$ cat config.mk
export PLATFORM = sky130hd
export DESIGN_NAME = tradeoff_bist_driver
export DESIGN_NICKNAME = d
export VERILOG_FILES = /design/src/rtl/tradeoff_bist_driver.sv
export SDC_FILE = /design/constraint.sdc
export NUM_CORES = 1
export LEC_CHECK = 0
export ABC_CLOCK_PERIOD_IN_PS = 2730
export CAP_MARGIN = 20
export CORE_MARGIN = 1.5
export CORE_UTILIZATION = 45
export DETAILED_ROUTE_END_ITERATION = 8
export PLACE_DENSITY_LB_ADDON = 0.08
export SLEW_MARGIN = 5
export SYNTH_ARGS = -nofsm -noshare
export SYNTH_HDL_FRONTEND = slang
export SYNTH_SLANG_ARGS = --single-unit
export TNS_END_PERCENT = 10
$ cat constraint.sdc
create_clock -name clk -period 2.73 [get_ports clk]
set_clock_uncertainty 0.2 [all_clocks]
set_input_delay 0.4095 -clock clk [delete_from_list [all_inputs] [get_ports clk]]
set_output_delay 0.4095 -clock clk [all_outputs]
set_load 0.03 [all_outputs]
$ cat src/rtl/tradeoff_bist_driver.sv
// tradeoff_bist_driver
//   Self-test sequencer for a Tradeoff search core. It sits on the core's
//   W/found/N interface, accepts a stream of W patterns and drives each one
//   onto the core. After `found` it compares N against EXP_N and keeps
//   pass/fail counters.
//
// Optional feature macro: TRADEOFF_BIST_WATCHDOG_EN
//   Adds parameter TIMEOUT_CYCLES and output timeout_count. A pattern whose
//   `found` never arrives is failed after TIMEOUT_CYCLES cycles in WAIT_FOUND.
//
// Ports
//   clk, rst_n          clock (rising edge), asynchronous active-low reset
//   start               clears counters and begins a run (IDLE/DONE only)
//   pat_valid/data/last pattern stream; pat_ready is high only in LOAD
//   W                   pattern driven to the core, held until CHECK completes
//   found, N            core completion flag and result
//   busy, done          run in progress / run finished until next start
//   fail_pulse          one-cycle pulse on each failed pattern
//   total_count         patterns checked (saturating)
//   error_count         failed patterns (saturating)
//   last_fail_w         W of the most recent failure
//   timeout_count       watchdog expiries (watchdog build only)
module tradeoff_bist_driver #(
    parameter int unsigned W_BITS        = 46,
    parameter int unsigned N_BITS        = 31,
    parameter int unsigned EXP_N         = 1073741813,
    parameter int unsigned ARM_CYCLES    = 2,
    parameter int unsigned SETTLE_CYCLES = 1,
    parameter int unsigned CNT_W         = 16
`ifdef TRADEOFF_BIST_WATCHDOG_EN
    ,
    parameter int unsigned TIMEOUT_CYCLES = 1048576
`endif
) (
    input  logic              clk,
    input  logic              rst_n,
    input  logic              start,
    input  logic              pat_valid,
    input  logic [W_BITS-1:0] pat_data,
    input  logic              pat_last,
    output logic              pat_ready,
    output logic [W_BITS-1:0] W,
    input  logic              found,
    input  logic [N_BITS-1:0] N,
    output logic              busy,
    output logic              done,
    output logic              fail_pulse,
    output logic [CNT_W-1:0]  total_count,
    output logic [CNT_W-1:0]  error_count,
    output logic [W_BITS-1:0] last_fail_w
`ifdef TRADEOFF_BIST_WATCHDOG_EN
    ,
    output logic [CNT_W-1:0]  timeout_count
`endif
);

    // Shared down-counter for the ARM and SETTLE phases.
    localparam int unsigned PH_MAX = (ARM_CYCLES > SETTLE_CYCLES) ? ARM_CYCLES : SETTLE_CYCLES;
    localparam int unsigned PH_W   = (PH_MAX < 2) ? 1 : $clog2(PH_MAX + 1);

    typedef enum logic [2:0] {
        S_IDLE,
        S_LOAD,
        S_ARM,
        S_WAIT_FOUND,
        S_SETTLE,
        S_CHECK,
        S_DONE
    } state_t;

    state_t              state_q, state_d;
    logic [W_BITS-1:0]   w_q, w_d;
    logic                last_q, last_d;
    logic [PH_W-1:0]     ph_q, ph_d;
    logic [CNT_W-1:0]    total_q, total_d;
    logic [CNT_W-1:0]    err_q, err_d;
    logic [W_BITS-1:0]   lfw_q, lfw_d;
    logic                mismatch;
    logic                timeout_hit;

`ifdef TRADEOFF_BIST_WATCHDOG_EN
    localparam int unsigned WD_W = $clog2(TIMEOUT_CYCLES + 1);
    logic [WD_W-1:0]     wd_q, wd_d;
    logic [CNT_W-1:0]    tmo_q, tmo_d;
`endif

    function automatic logic [CNT_W-1:0] sat_inc(input logic [CNT_W-1:0] v);
        return (v == '1) ? v : v + 1'b1;
    endfunction

    // Failure events of the current cycle.
    always_comb begin
        // Both sides zero-extended so every bit of N takes part in the compare.
        mismatch    = (state_q == S_CHECK) &&
                      ((N_BITS + 32)'(N) != (N_BITS + 32)'(EXP_N));
        timeout_hit = 1'b0;
`ifdef TRADEOFF_BIST_WATCHDOG_EN
        // A `found` arriving on the expiry cycle still wins.
        timeout_hit = (state_q == S_WAIT_FOUND) && !found &&
                      (wd_q == WD_W'(TIMEOUT_CYCLES - 1));
`endif
    end

    // State register.
    always_ff @(posedge clk or negedge rst_n) begin
        if (!rst_n) begin
            state_q <= S_IDLE;
            w_q     <= '0;
            last_q  <= 1'b0;
            ph_q    <= '0;
            total_q <= '0;
            err_q   <= '0;
            lfw_q   <= '0;
`ifdef TRADEOFF_BIST_WATCHDOG_EN
            wd_q    <= '0;
            tmo_q   <= '0;
`endif
        end else begin
            state_q <= state_d;
            w_q     <= w_d;
            last_q  <= last_d;
            ph_q    <= ph_d;
            total_q <= total_d;
            err_q   <= err_d;
            lfw_q   <= lfw_d;
`ifdef TRADEOFF_BIST_WATCHDOG_EN
            wd_q    <= wd_d;
            tmo_q   <= tmo_d;
`endif
        end
    end

    // Next-state and datapath.
    always_comb begin
        state_d = state_q;
        w_d     = w_q;
        last_d  = last_q;
        ph_d    = ph_q;
        total_d = total_q;
        err_d   = err_q;
        lfw_d   = lfw_q;
`ifdef TRADEOFF_BIST_WATCHDOG_EN
        wd_d    = '0;
        tmo_d   = tmo_q;
`endif
        unique case (state_q)
            S_IDLE, S_DONE: begin
                if (start) begin
                    total_d = '0;
                    err_d   = '0;
`ifdef TRADEOFF_BIST_WATCHDOG_EN
                    tmo_d   = '0;
`endif
                    state_d = S_LOAD;
                end
            end
            S_LOAD: begin
                if (pat_valid) begin
                    w_d     = pat_data;
                    last_d  = pat_last;
                    ph_d    = PH_W'(ARM_CYCLES);
                    state_d = S_ARM;
                end
            end
            // Phase counters leave when the decremented value reaches zero,
            // so a phase of K cycles spends K cycles here (at least one).
            S_ARM: begin
                ph_d = (ph_q == '0) ? '0 : ph_q - 1'b1;
                if (ph_q <= PH_W'(1)) begin
                    state_d = S_WAIT_FOUND;
                end
            end
            S_WAIT_FOUND: begin
                if (found) begin
                    ph_d    = PH_W'(SETTLE_CYCLES);
                    state_d = S_SETTLE;
                end
`ifdef TRADEOFF_BIST_WATCHDOG_EN
                else if (timeout_hit) begin
                    total_d = sat_inc(total_q);
                    err_d   = sat_inc(err_q);
                    tmo_d   = sat_inc(tmo_q);
                    lfw_d   = w_q;
                    state_d = last_q ? S_DONE : S_LOAD;
                end else begin
                    wd_d = wd_q + 1'b1;
                end
`endif
            end
            S_SETTLE: begin
                ph_d = (ph_q == '0) ? '0 : ph_q - 1'b1;
                if (ph_q <= PH_W'(1)) begin
                    state_d = S_CHECK;
                end
            end
            S_CHECK: begin
                total_d = sat_inc(total_q);
                if (mismatch) begin
                    err_d = sat_inc(err_q);
                    lfw_d = w_q;
                end
                state_d = last_q ? S_DONE : S_LOAD;
            end
            default: state_d = S_IDLE;
        endcase
    end

    // Outputs.
    always_comb begin
        pat_ready  = (state_q == S_LOAD);
        busy       = (state_q != S_IDLE) && (state_q != S_DONE);
        done       = (state_q == S_DONE);
        fail_pulse = mismatch || timeout_hit;
    end

    assign W           = w_q;
    assign total_count = total_q;
    assign error_count = err_q;
    assign last_fail_w = lfw_q;
`ifdef TRADEOFF_BIST_WATCHDOG_EN
    assign timeout_count = tmo_q;
`endif

endmodule

### After elaboration in Yosys (flattened, before gate mapping)

Cells that the tools add are included.

| operators by class | value |
|---|---|
| add/sub/neg operators | 3 |
| $lt $le $gt $ge | 1 |
| eq/ne operators | 18 |
| muxes and demuxes | 17 |
| reductions and logical operators | 15 |

Operators with widths:

| kind | count |
|---|---|
| two-way mux 16 bit | 4 |
| one-hot mux 16 bit (2 select lines) | 2 |
| adder 16 x 1 -> 16 bit (second input constant) | 2 |
| equality test 16 bit (second input constant) | 2 |
| inequality test 31 x 30 -> 1 bit (second input constant) | 1 |
| two-way mux 3 bit | 6 |
| one-hot mux 3 bit (6 select lines) | 1 |
| inequality test 2 bit (second input constant) | 8 |
| equality test 3 bit (second input constant) | 3 |
| equality test 3 x 2 -> 1 bit (second input constant) | 2 |
| two-way mux 2 bit | 3 |
| one-hot mux 2 bit (3 select lines) | 1 |
| AND reduction 3 bit | 2 |
| nonzero test 3 bit | 2 |
| AND reduction 5 bit | 1 |
| AND reduction 2 bit | 2 |
| AND reduction 4 bit | 1 |
| OR reduction 2 bit | 2 |
| equality test 3 x 1 -> 1 bit (second input constant) | 1 |
| logical NOT 3 bit | 1 |
| inequality test 3 bit (second input constant) | 1 |
| <= comparator 2 x 1 -> 1 bit (second input constant) | 1 |
| logical AND 1 bit | 2 |
| logical NOT 2 bit | 1 |
| other kinds (2) | 2 |

| storage, ports and cells | value |
|---|---|
| bits in registers | 130 |
| output and inout bits | 128 |
| word-level logic and storage cells | 61 |

### Logic depth before layout (Yosys ltp)

Gate-level depths: netlist (run 1).

| depth | value |
|---|---|
| depth in word-level cells | 4 |
| gate-level depth with buffers | 8 |
| gate-level depth less buffers | 6 |

### Worst setup path after synthesis (run 1)

OpenSTA, ideal clock, no wires.

| path | value |
|---|---|
| path kind | register -> register |
| from | register state_q[2] |
| to | register w_q[17] (netlist: W[17]) |
| library setup time | 125 ps |
| arrival | 2287 ps |
| data required time | 2405 ps |
| setup slack | 118 ps |
| cell stages (with the launch flop) | 7 |
| buffers on the path | 2 |
| clock period less this slack | 2612 ps |
| cell sequence | dfrtp_1 > nand2b_1 > nor2_1 > and2_1 > clkbuf_1 > buf_1 > mux2_2 |

| on the way | value |
|---|---|
| cells in the longest elaborated chain, start to end | 2 |

RTL lines:

| what | RTL line | RTL |
|---|---|---|
| start, declared | 71 | `state_t state_q, state_d;` |
| start signal, assigned | 119 | `state_q <= state_d;` |
| equality test 3 x 1 -> 1 bit | -- |  |
| net pat_ready | 41 | `output logic pat_ready,` |
| AND reduction 2 bit (no line) | -- |  |
| end signal, assigned | 120 | `w_q <= w_d;` |
| end, declared | 72 | `logic [W_BITS-1:0] w_q, w_d;` |

The timed path passes the listed nets, and every way through them passes these cells.
A chain may end at the register's enable or synchronous reset.

### Worst setup path after layout (run 1)

| path | value |
|---|---|
| from | input N[1] |
| to | output fail_pulse |

| on the way | value |
|---|---|
| cells in the longest elaborated chain, start to end | 2 |

RTL lines:

| what | RTL line | RTL |
|---|---|---|
| start, declared | 44 | `input logic [N_BITS-1:0] N,` |
| inequality test 31 x 30 -> 1 bit | 95 | `((N_BITS + 32)'(N) != (N_BITS + 32)'(EXP_N));` |
| logical AND 1 bit | 94 | `mismatch = (state_q == S_CHECK) &&` |
| end, declared | 47 | `output logic fail_pulse,` |

No other way between the ends.

==> results.tsv, run 1 <==
stage	metric	value	unit
outcome	status	finished with violations	
outcome	violations	setup timing	
placed_design	dp_hpwl	10.0	mm
power_and_ir_drop	pwr-share-seq	31.7	%
sta	drv_slew	0	
cells_and_area	final_cell_mix	clkdlybuf4s50_1 (203), dfrtp_1 (129), mux2_2 (55)	
flow_run	drv_cap	0	
cts	clk_pin_slew_worst_paths	60	ps
cells_and_area	multiInputGateArea	2400	sq um
power_and_ir_drop	p_sw_share	38.8	%
logic_synthesis	syn_avg_cell_area	12.5	sq um
power_and_ir_drop	vdd_drop_max	0.000881	V
route	wl_per_cell	16.8	microns
critical_path	endpoint_kind	output port	
floorplan	die_area	13600	sq um
global_routing	grt_max_degree	75	
critical_path	rr_endpoint	error_count[1]$_DFFE_PN0P_	
cells_and_area	antenna_cells	0	
logic_synthesis	syn_area	5810	sq um
cells_and_area	area_growth_syn_to_layout	50.1	%
sta	worst_slew_pin_slew	752	ps
logic_synthesis	ys_async_sr_fraction	100	%
floorplan	die_height	117	microns
logic_synthesis	syn_inst	464	
power_and_ir_drop	p_per_area	1240	nW/um^2
cells_and_area	regArea	3250	sq um
placed_design	io_buffer_count	210	
logic_synthesis	ys.warnings.count	0	
power_and_ir_drop	clock_power_share	19.1	%
cts	clockRootBuffer	clkbuf_16	
cts	clkSinkCount	130	
route	post_drt_via_cell_ratio	5.29	
placed_design	gp_congestion	0.822	
cts	clock_path_buffers	2	
cells_and_area	postLayoutCoreUtil	69.1	%
floorplan	row_count	41	
route	wl_met2	7.19	mm
critical_path	critPathRequiredTime	2120	ps
global_routing	grt_pass1_wl	23.3	mm
route	drt_first_pass_iters	5	
logic_synthesis	synth.distinct_cells	50	
cts	worstSkewPairLatency	400	ps
sta	fmax	365	MHz
logic_synthesis	synth_nets	549	
route	top_layer_used	met4	
route	route.met3.wl	1.12	mm
critical_path	critPathKind	in2out	
sta	hold_violations	0	
route	ant_nets	0	
global_routing	grtUsageTotal	22.1	%
route	wl	14.6	mm
critical_path	startpoint_type	primary input	
sta	timing.hold.ws	195	ps
critical_path	crit_path_end	fail_pulse	
floorplan	core_area	12600	sq um
global_routing	overflow	0	
power_and_ir_drop	p_total	10800	uW
critical_path	reg2reg_slack	410	ps
floorplan	fp.dieW	117	microns
power_and_ir_drop	p_sw	4200	uW
cells_and_area	nFillCells	965	
cts	cts_buffers	17	
placed_design	dp_slack	-670	ps
logic_synthesis	seq_area_frac_synth	56.0	%
logic_synthesis	ys_ff_latch	130	
critical_path	startpoint	N[1]	
sta	fin_crit_sh	100	%
critical_path	arrival	2130	ps
cells_and_area	final_common_cell	clkdlybuf4s50_1	
logic_synthesis	synth_flop_cell	dfrtp_1	
route	drt-met1-wl	6.01	mm
critical_path	reg2reg_depth	6	
route	drt-initial-drc-count	315	
route	drc	0	
sta	setup_ws	-10.0	ps
sta	period_needed	2740	ps
cts	htree_levels	4	
route	vias	4585	
sta	slew_headroom	49.7	%
cells_and_area	layout-drive-gt1-share	21.4	%
floorplan	io_pins	211	
cts	cts_tree	yes	
power_and_ir_drop	combPwrFrac	49.2	%
global_routing	grt_antenna_before_repair	0	
power_and_ir_drop	p_leak	0.00368	uW
critical_path	path_max_fanout	2	
power_and_ir_drop	p_int	6620	uW
sta	setup_violations	1	
logic_synthesis	synth_edf_count	0	
global_routing	grt_pass1_vias	4722	
critical_path	r2r_start	error_count[0]$_DFFE_PN0P_	
cells_and_area	final_net_count	770	
floorplan	start_util	46.0	%
min_path	hold_path.class	in2async	
## Yosys cell counts, types with 2 or more instances
master,instances,area [sq um]
ha_1,2,25.0
and3_1,9,56.3
o21ai_0,10,50.1
nand4_1,12,75.1
nand2_1,34,128
nor2b_1,2,12.5
or4_1,5,37.5
clkbuf_1,14,52.6
buf_1,3,11.3
buf_2,3,15.0
xor2_1,2,17.5
or2_2,2,12.5
inv_1,11,41.3
mux2_2,55,619
a41oi_1,2,17.5
nor3_1,4,20.0
a31o_2,2,17.5
o21ai_2,2,17.5
nor2_1,20,75.1
a22oi_1,2,15.0
a21oi_1,15,75.1
a311oi_1,2,17.5
mux2_4,38,571
buf_6,4,45.0
o21a_1,4,30.0
nor4_1,2,12.5
a31oi_1,20,125
nand2b_1,2,12.5
mux2i_1,4,40.0
dfrtp_1,130,3250
nand3_1,19,95.1
and2_1,3,18.8
nand3b_1,3,22.5
o211ai_1,6,45.0
## metrics by stage
stage	TNS, ps	area [sq um]	instances
2_1_floorplan	0	5810	464
3_3_place_gp	-26450	8140	836
3_5_place_dp	-27170	8140	836
4_1_cts	0	8690	866
5_1_grt	-32.8	8720	867
6_report	-10.0	8720	867
## worst min-delay path by stage
stage | from | end | slack, ps | cells past startpoint
final | rst_n | total_count[4]$_DFFE_PN0P_ | 190 | 2
after global routing | rst_n | total_count[5]$_DFFE_PN0P_ | 200 | 2
after CTS | rst_n | total_count[4]$_DFFE_PN0P_ | 190 | 2
after detailed placement | rst_n | total_count[2]$_DFFE_PN0P_ | 80 | 1
after global placement | rst_n | total_count[4]$_DFFE_PN0P_ | 80 | 1
after floorplan | rst_n | W[0]$_DFFE_PN0P_ | -90 | 0
## layout make-up
cell class / count / area share, %
sequential: 130 / 37.3
inverter: 12 / 0.517
timing repair buffer: 226 / 26.0
clock buffer: 23 / 5.48
tap: 172 / 2.47
multi-input combinational: 298 / 27.6
clock inverter: 6 / 0.660
## sequential cells by signal, indices dropped and copies added, names as in the netlist
register and cells:
total_count 16, error_count 16, W 46, last_fail_w 46, state_q 3, last_q 1, ph_q 2
## repair_timing
item / CTS / global route
resized for setup: 11 / 7
setup endpoints to repair: 42 / 3
pin swaps: 3 / 3
buffers inserted: 0 / 1
hold buffers: 1 / 0
endpoints found under the hold margin: 12 / 0
## cell families (layout without fill, tap and decap cells)
group / after synthesis / count (layout) / synth area share [%]
AND/OR/NAND/NOR: 121 / 121 / 10.5
adder cells (fa/ha/maj): 2 / 2 / 0.431
buffers and inverters: 36 / 267 / 2.91
AO/OA/AOI/OAI: 76 / 76 / 8.64
flip-flops: 130 / 130 / 56.0
multiplexers: 97 / 97 / 21.2
XOR/XNOR: 2 / 2 / 0.302
## critical path, stage by stage
cell and delay (ps):
clkdlybuf4s15_1 200, or4b_4 550, or4_4 580, o21ai_4 180, inv_2 70, buf_6 140
## power groups by stage
stage,Combinational (uW),Sequential (uW),Clock [uW]
finish,5320,3430,2070
global route,5620,3570,2210
CTS,5360,3440,2120
detailed placement,5340,3440,0
global placement,5260,3390,0
floorplan,1680,4840,0
## routing by layer
metal,vias to the layer above,GRT usage (%)
met5,-,0
met4,0,6.43
li1,2142,-
met1,2264,27.6
met2,164,35.8
met3,15,8.77
Note: power is estimated with default switching activity, not from simulation.
==> inputs of run 2 (changes only) <==
--- a/config.mk
+++ b/config.mk
@@ -10,6 +10,7 @@
 export CORE_MARGIN = 1.5
 export CORE_UTILIZATION = 45
 export DETAILED_ROUTE_END_ITERATION = 8
+export MAX_ROUTING_LAYER = met4
 export PLACE_DENSITY_LB_ADDON = 0.08
 export SLEW_MARGIN = 5
 export SYNTH_ARGS = -nofsm -noshare
==> results.tsv, run 2 (synthesized netlist as in run 1, its figures left out) <==
stage	metric	value	unit
route	drt-initial-drc-count	323	
floorplan	io_pins	211	
cts	worstSkewPairLatency	410	ps
power_and_ir_drop	clock_power_share	19.1	%
cells_and_area	area_growth_syn_to_layout	50.1	%
global_routing	grt_antenna_before_repair	0	
sta	fmax	365	MHz
cts	htree_levels	4	
cells_and_area	stdcell_area	8720	sq um
cts	clockRootBuffer	clkbuf_16	
floorplan	die_area	13600	sq um
power_and_ir_drop	p_leak	0.00368	uW
cts	cts_tree	yes	
critical_path	crit_family	simple AND/OR/NAND/NOR gates	
floorplan	start_util	46.0	%
sta	setup_ws	-12.2	ps
cells_and_area	antenna_cells	0	
cells_and_area	final_cell_mix	clkdlybuf4s50_1 (203), dfrtp_1 (129), mux2_2 (55)	
critical_path	startpoint_type	primary input	
sta	fin_crit_sh	100	%
critical_path	cp_slowest_cell	or4_4	
placed_design	io_buffer_count	210	
sta	drv_slew	0	
global_routing	grt_max_degree	75	
sta	setup_violations	1	
critical_path	reg2reg_depth	6	
placed_design	gp_congestion	0.835	
global_routing	grtUsageMet3	8.41	%
cells_and_area	layout-drive-gt1-share	21.4	%
outcome	violations	setup timing	
global_routing	use_met1	28.1	%
placed_design	placed_area	8140	sq um
global_routing	overflow	0	
power_and_ir_drop	p_per_area	1240	nW/um^2
floorplan	die_height	117	microns
route	wl_per_cell	16.9	microns
route	drt_first_pass_iters	5	
critical_path	critPathKind	in2out	
sta	slew_headroom	49.8	%
placed_design	post-place-cells	836	
flow_run	drv_cap	0	
critical_path	reg2reg_slack	400	ps
floorplan	fp.dieW	117	microns
critical_path	critPathBufInv	3	
cells_and_area	final_net_count	770	
power_and_ir_drop	pwr-share-seq	31.8	%
critical_path	r2r_start	error_count[0]$_DFFE_PN0P_	
global_routing	grt_use_met2	35.9	%
power_and_ir_drop	p_sw_share	38.9	%
global_routing	grt_pass1_wl	23.3	mm
critical_path	arrival	2130	ps
cells_and_area	final_common_cell	clkdlybuf4s50_1	
route	drc	0	
sta	final.setup.tns	-12.2	ps
critical_path	endpoint_kind	output port	
critical_path	slowest_delay	580	ps
sta	period_needed	2740	ps
sta	worst_slew_pin_slew	751	ps
global_routing	grt_pass1_vias	4716	
route	wl	14.6	mm
power_and_ir_drop	combPwrFrac	49.2	%
floorplan	row_count	41	
route	ant_nets	0	
global_routing	grtUsageTotal	22.9	%
power_and_ir_drop	vdd_drop_max	0.000882	V
route	post_drt_via_cell_ratio	5.30	
placed_design	dp_hpwl	10.0	mm
critical_path	path_max_fanout	2	
cts	clk_pin_slew_worst_paths	60	ps
sta	hold_violations	0	
cts	clock_path_buffers	2	
min_path	hold_path.class	in2async	
cells_and_area	fin_cells	867	
floorplan	core_area	12600	sq um
sta	timing.hold.ws	185	ps
power_and_ir_drop	p_sw	4210	uW
global_routing	gr-max-usage-layer	met2	
critical_path	crit_chain	clkdlybuf4s15_1 -> or4b_4 -> or4_4 -> o21ai_4 -> inv_2 -> buf_6	
route	vias	4592	
outcome	status	finished with violations	
power_and_ir_drop	p_int	6620	uW
critical_path	critPathRequiredTime	2120	ps
cts	clkSinkCount	130	
cts	cts_buffers	17	
critical_path	rr_endpoint	error_count[1]$_DFFE_PN0P_	
run 2: through the flow:
step	power (uW)	util (%)	setup slack [ps]
6_report	10800	69.1	-12.2
5_1_grt	11400	69.1	-32.8
4_1_cts	10900	68.9	2.84
3_5_place_dp	8780	64.5	-670
3_3_place_gp	8660	64.5	-656
2_1_floorplan	6520	-	118
run 2: layer usage:
| layer | wire, microns | vias up | share of wire, % |
|---|---|---|---|
| li1 | - | 2138 | - |
| met1 | 6170 | 2267 | 42 |
| met2 | 7170 | 169 | 49 |
| met3 | 1060 | 18 | 7.3 |
| met4 | 206 | 0 | 1.4 |
| met5 | 0 | - | 0 |
run 2: what timing repair did:
action                                  CTS  global route
gates resized for setup                  11             7
pin swaps                                 3             3
hold buffers                              1             0
endpoints found under the setup margin   42             3
buffers inserted                          0             1
hold endpoints to repair                 12             0
run 2: cell type report:
cell class                 instances  area (sq um)
clock buffer                      23           478
clock inverter                     6          57.6
fill                             965          3900
inverter                          12          45.0
multi-input combinational        298          2400
sequential                       130          3250
tap                              172           215
timing repair buffer             226          2260
run 2: worst reg2reg max path, cell delays in order (launching register included):
cell and delay [ps]:
dfrtp_1 470, ha_1 240, nand3_1 200, nor2_1 350, nand3_1 350, nand2_1 240
mux2i_1 190
run 2: worst max path at each step:
stage	from	to	slack, ps	depth (start not counted)
CTS	N[0]	fail_pulse	3	6
floorplan	state_q[2]$_DFFE_PN0P_	W[17]$_DFFE_PN0P_	120	6
global route	N[1]	fail_pulse	-30	6
detailed placement	N[1]	fail_pulse	-670	6
finish	N[1]	fail_pulse	-10	6
global placement	N[1]	fail_pulse	-660	6
run 2: power groups by stage:
stage               Sequential [uW]  Clock, uW  Combinational [uW]
global placement               3390          0                5260
floorplan                      4840          0                1680
finish                         3440       2060                5320
CTS                            3440       2120                5360
detailed placement             3440          0                5340
global route                   3570       2210                5620
